===== src/rtl/forward_bypass_buf.sv =====
// Operand forwarding network for the EX stage. It selects each source operand from
// MEM, WB, a short history of retired writes, or the register file. It also flags
// load-use hazards and counts the cycles spent stalled on them.
module forward_bypass_buf #(
  parameter int unsigned XLEN       = 32,
  parameter int unsigned NUM_SRC    = 2,
  parameter int unsigned HIST_DEPTH = 2,
  parameter int unsigned CNT_W      = 16
) (
  input  logic                              clk,
  input  logic                              rst,
  input  logic                              advance,
  input  logic                              mem_load_regfile,
  input  logic                              mem_is_load,
  input  logic [4:0]                        mem_rd_num,
  input  logic [XLEN-1:0]                   mem_rd_data,
  input  logic                              wb_load_regfile,
  input  logic [4:0]                        wb_rd_num,
  input  logic [XLEN-1:0]                   wb_rd_data,
  input  logic [NUM_SRC-1:0][4:0]           ex_rs_num,
  input  logic [NUM_SRC-1:0]                ex_rs_used,
  input  logic [NUM_SRC-1:0][XLEN-1:0]      ex_rs_data,
  output logic [NUM_SRC-1:0][XLEN-1:0]      fwd_data,
  output logic [NUM_SRC-1:0][2:0]           fwd_sel,
  output logic                              load_use_stall,
  output logic [CNT_W-1:0]                  lu_stall_count
);

  // Keep the storage arrays legal when the history is disabled; they are tied off below.
  localparam int unsigned HistSlots = (HIST_DEPTH == 0) ? 1 : HIST_DEPTH;

  logic [HistSlots-1:0]           hist_valid_q;
  logic [HistSlots-1:0][4:0]      hist_num_q;
  logic [HistSlots-1:0][XLEN-1:0] hist_data_q;
  logic [CNT_W-1:0]               cnt_q;
  logic [CNT_W-1:0]               cnt_d;

  if (HIST_DEPTH > 0) begin : g_hist
    // Shift the retired WB write into entry 0 on every pipeline advance.
    // Only the valid bits clear on reset.
    always_ff @(posedge clk) begin
      if (rst) begin
        hist_valid_q <= '0;
      end else if (advance) begin
        for (int k = int'(HistSlots) - 1; k > 0; k--) begin
          hist_valid_q[k] <= hist_valid_q[k-1];
          hist_num_q[k]   <= hist_num_q[k-1];
          hist_data_q[k]  <= hist_data_q[k-1];
        end
        hist_valid_q[0] <= wb_load_regfile && (wb_rd_num != 5'd0);
        hist_num_q[0]   <= wb_rd_num;
        hist_data_q[0]  <= wb_rd_data;
      end
    end
  end else begin : g_no_hist
    assign hist_valid_q = '0;
    assign hist_num_q   = '0;
    assign hist_data_q  = '0;
  end

  // Per-operand priority select: MEM, WB, newest-to-oldest history, then regfile.
  always_comb begin
    load_use_stall = 1'b0;
    fwd_data       = ex_rs_data;
    fwd_sel        = '0;
    for (int i = 0; i < int'(NUM_SRC); i++) begin
      if (ex_rs_used[i] && (ex_rs_num[i] != 5'd0)) begin
        if (mem_load_regfile && (mem_rd_num == ex_rs_num[i])) begin
          // A pending load blocks every lower-priority source; the regfile value passes through.
          if (mem_is_load) begin
            load_use_stall = 1'b1;
          end else begin
            fwd_data[i] = mem_rd_data;
            fwd_sel[i]  = 3'd1;
          end
        end else if (wb_load_regfile && (wb_rd_num == ex_rs_num[i])) begin
          fwd_data[i] = wb_rd_data;
          fwd_sel[i]  = 3'd2;
        end else begin
          // Walk oldest to newest so the newest matching entry is the last one assigned.
          for (int k = int'(HIST_DEPTH) - 1; k >= 0; k--) begin
            if (hist_valid_q[k] && (hist_num_q[k] == ex_rs_num[i])) begin
              fwd_data[i] = hist_data_q[k];
              fwd_sel[i]  = 3'(3 + k);
            end
          end
        end
      end
    end
  end

  // Saturating increment while stalled.
  always_comb begin
    cnt_d = cnt_q;
    if (load_use_stall && (cnt_q != {CNT_W{1'b1}})) begin
      cnt_d = cnt_q + 1'b1;
    end
  end

  // Stall counter register; reset wins over any increment.
  always_ff @(posedge clk) begin
    if (rst) begin
      cnt_q <= '0;
    end else begin
      cnt_q <= cnt_d;
    end
  end

  assign lu_stall_count = cnt_q;

endmodule


===== config.mk =====
export PLATFORM = sky130hd
export DESIGN_NAME = forward_bypass_buf
export DESIGN_NICKNAME = d
export VERILOG_FILES = /design/src/rtl/forward_bypass_buf.sv
export SDC_FILE = /design/constraint.sdc
export NUM_CORES = 1
export LEC_CHECK = 0
export CAP_MARGIN = 20
export CORE_AREA = 10 10 169 171
export DETAILED_ROUTE_END_ITERATION = 12
export DIE_AREA = 0 0 179 181
export REMOVE_ABC_BUFFERS = 1
export SYNTH_ARGS = -nofsm -noshare
export SYNTH_HDL_FRONTEND = slang
export SYNTH_SLANG_ARGS = --single-unit

===== constraint.sdc =====
create_clock -name clk -period 5.2 [get_ports clk]
set_input_delay 0.52 -clock clk [delete_from_list [all_inputs] [get_ports clk]]
set_output_delay 0.52 -clock clk [all_outputs]
set_load 0.005 [all_outputs]

==> results by stage <==
Outcome:
- The run finished with clean final reports.

Route:
- The average detailed-routed wire length per instance is 24.2 um.
- The first TritonRoute pass finished after 5 iterations.
- The violation count after the first detailed-route iteration is 626.
- The via count is 7323.
- The per-cell via count in the routed design is 5.62.
- After detailed routing, the number of remaining DRC violations is 0.
- The overall routed net length is 31500 um.
- In this run the remaining antenna-violating nets after routing total 0.

Power:
- The total power is 0.00207 W.
- The leakage power is 3.75 nW.
- The design internal power is 0.00150 W.
- IR analysis of the VDD net gives a maximum drop of 0.171 mV.
- The part of the total power dissipated in combinational logic is 26.6%.
- The part of the total power dissipated in sequential elements is 41.2%.
- The part of the total power dissipated in the clock network is 32.2%.
- Net switching is 27.6% of the power.
- For this design the total switching power over the nets is 0.000572 W.
- In this run the power density over the cells is 196 mW/mm^2.

Layout:
- The most frequent standard cell in the layout excluding fill and tap cells is sky130_fd_sc_hd__clkdlybuf4s50_1.
- The core occupancy in the finished layout is 42.1%.
- The layout overhead on the synthesized area is 42.2%.
- The area taken by multi-input logic gates is 0.00432 mm^2.
- The number of filler cells placed in the layout is 2445.
- The share of post-route cells with drive strength above 1 is 7.33%.
- The combined flip-flop and latch cell area is 0.00258 mm^2.
- Leaving out fill and tap cells, the most frequent cells in the layout are sky130_fd_sc_hd__clkdlybuf4s50_1, sky130_fd_sc_hd__edfxtp_1, sky130_fd_sc_hd__nand2_1.
- The net count of the finished layout is 1122.

Yosys:
- The Yosys step of the flow raised 0 warnings.
- The average instance in the mapped netlist occupies 9.68 um^2.
- Among all flip-flop cells after synthesis, the most frequent one is sky130_fd_sc_hd__edfxtp_1.
- The count of mapped cells out of synthesis is 766.
- For this run, asynchronously set or reset flops after synthesis account for 0%.
- The sequential share of the synthesized area is 34.8%.
- Counting flops with a built-in enable in the synthesized netlist gives 74.
- The number of distinct library cell variants in the gate-level netlist after synthesis is 55.
- In this run, synthesis produced a sequential element count of 92.
- The post-synth design cell area is 0.00741 mm^2.

Die:
- The floorplan step set the die width to 179 um.
- In this run the standard cell core region covers 0.0250 mm^2.
- After floorplanning, the core was divided into 58 placement rows.
- In this run the vertical extent of the chip is 181 um.
- The number of I/O pins is 243.
- The initial utilization of the core area, before any placement, comes to 29.6%.
- The die covers 0.0324 mm^2.

Setup path:
- The setup check on the worst reg-to-reg path leaves a slack of 3070 ps.
- Along the worst path, the maximum fanout reaches 17.
- Traced cell by cell, the critical path runs through clkdlybuf4s50_1 > xor2_1 > nor4_2 > and2_2 > buf_4 > a22o_1 > a221o_1 > clkdlybuf4s50_1.
- Counting buffers and inverters, the worst setup path is 8 cells deep.
- The classification of the worst setup path is input port to output port.
- The cell at the slowest stage of the critical path is sky130_fd_sc_hd__clkdlybuf4s50_1.
- The largest incremental delay on the critical path is 590 ps.
- The worst setup path is launched from an input port.
- The endpoint identified for the worst register-to-register timing path is lu_stall_count[2].
- The cell with the most instances on the worst path is sky130_fd_sc_hd__clkdlybuf4s50_1.
- The startpoint of the most critical setup path is ex_rs_num[3].
- The critical path ends at fwd_data[17].
- The buffer and inverter count on the worst path is 3.
- STA puts the critical path data required time at 4680 ps.
- The category of cells accounting for the largest share of critical-path delay is buffers and inverters.
- In this run the critical register-to-register path is launched from lu_stall_count[0].
- Counting cells, the worst reg-to-reg path comes to 6.
- The data arrival time of the worst path is 3790 ps.
- The endpoint kind of the worst setup timing path is an output port.

Timing:
- The number of slew-limit violations in the final report is 0.
- The total negative slack is 0 ps.
- The final-report hold violation count was 0.
- Setup repair after global routing left no endpoint under its margin.
- The peak clock frequency supported by timing is 0.232 GHz.
- Once routing completed, OpenROAD measured the worst setup slack at 892 ps.
- The part of the cycle the worst path needs is 82.9%.
- The shortest period the worst path allows is 4310 ps.
- The number of setup violations in the final report is 0.
- Clock skew on the completed layout was measured at 8.62 ps.
- The worst pin sits at a relative slew slack of 30.7%.
- For the pin with the worst max-slew slack, the measured transition is 1040 ps.

Place:
- At the placement stage, the worst setup path has a slack of 720 ps.
- Port buffering added 242 buffers.
- The sum of net half-perimeters after detailed placement is 22500 um.
- The final weighted congestion in routability-driven placement is 0.818.

Clock network:
- The number of gates given a new drive strength after cts is 0.
- TritonCTS built the clock tree.
- The number of buffers inserted during clock tree synthesis is 9.
- Clock latency on the worst-skew pair, taken at its later pin, is 350 ps.
- The count of buffers added by post-CTS timing repair for setup is 0.
- Clock-pin slew was measured on the worst setup and hold paths at 70 ps.
- In this run the clock root is driven by a sky130_fd_sc_hd__clkbuf_16.
- The quantity of hold-fixing buffers added after cts is 0.
- The clock passes through at most 2 buffers.
- The H-tree was split into 3 levels.
- The number of clock sinks is 92.

GRT:
- The first global-routing pass estimated 46500 um of wire.
- The number of antenna violations at the first check in global routing came to 5.
- The remaining global-route overflow is 0.
- Entering global routing, the biggest net connects 75 pins.
- The number of global-route vias before repair was 7486.
- The aggregate global-route resource usage is 18.5%.

Worst hold path:
- The tightest min-delay check is of the flop to flop type.

Run:
- Across the run, the number of max-cap violations was 0.
flip-flops by register name (all words and copies together), names as in the netlist:
| signal | count |
|---|---|
| lu_stall_count | 16 |
| hist_data_q | 64 |
| hist_valid_q | 2 |
| hist_num_q | 10 |
power groups by stage:
stage               logic (W)  registers (W)  clock network [W]
finish               0.000550       0.000853           0.000666
global route         0.000588       0.000857           0.000712
CTS                  0.000549       0.000853           0.000684
detailed placement   0.000546       0.000869                  0
global placement     0.000542       0.000867                  0
floorplan            0.000206       0.000865                  0
cells by family (layout without fill, tap and decap cells):
logic type	after synthesis	in the layout	synth area share, %
AOI/OAI and AO/OA	235	235	29.0
xor gates and xnor gates	40	40	4.73
adders and majority gates	1	1	0.169
buffers and inverters	150	353	8.83
DFF	92	92	34.8
muxes	82	82	11.3
other	0	3	0
and+or+nand+nor	166	166	11.1
worst min path at each step:
stage	cells after the start	startpoint	endpoint
after floorplan	0	hist_data_q[30]	hist_data_q[62]
after global placement	0	hist_data_q[30]	hist_data_q[62]
after detailed placement	0	hist_data_q[30]	hist_data_q[62]
after CTS	0	hist_data_q[30]	hist_data_q[62]
after global routing	0	hist_data_q[30]	hist_data_q[62]
final	0	hist_data_q[30]	hist_data_q[62]
stage by stage:
stage / hold slack, ps / instances / area [um^2]
detailed placement: 439 / 1282 / 10200
global placement: 437 / 1282 / 10200
global route: 477 / 1299 / 10500
floorplan: 426 / 684 / 7010
finish: 459 / 1302 / 10500
CTS: 456 / 1297 / 10500
area by class of cell:
class                   count  share of cell area, %
multi-input cells         524                   41.0
repair buffers            270                   25.3
flip-flops and latches     92                   24.5
well taps                 330                   3.92
inverters                  68                   2.42
clock buffers               9                   2.14
clock inverters             6                  0.629
diodes                      3                 0.0712
metal layers:
| layer | track usage (%) | wire, um | vias to the layer above |
|---|---|---|---|
| met5 | 0 | 27 | - |
| met3 | 6.80 | 3280 | 30 |
| met4 | 3.80 | 352 | 4 |
| met1 | 22.7 | 13000 | 3586 |
| met2 | 30.2 | 14900 | 333 |
| li1 | - | - | 3370 |
cell usage after synthesis (all sizes together) (7+ instances only):
master	instances	area share, %
a21oi	12	0.81
a221o	62	8.4
a22o	62	7.3
a32o	64	8.6
and2	8	0.68
and3	10	0.84
buf	39	3.2
clkbuf	43	2.2
dfxtp	18	4.9
edfxtp	74	30
inv	68	3.4
mux2	14	2.1
mux2i	68	9.2
nand2	73	3.7
nand3	8	0.68
nor2	24	1.2
nor2b	17	1.4
o21ai	7	0.57
xnor2	24	2.8
xor2	16	1.9
(Power assumes the default switching activity.)
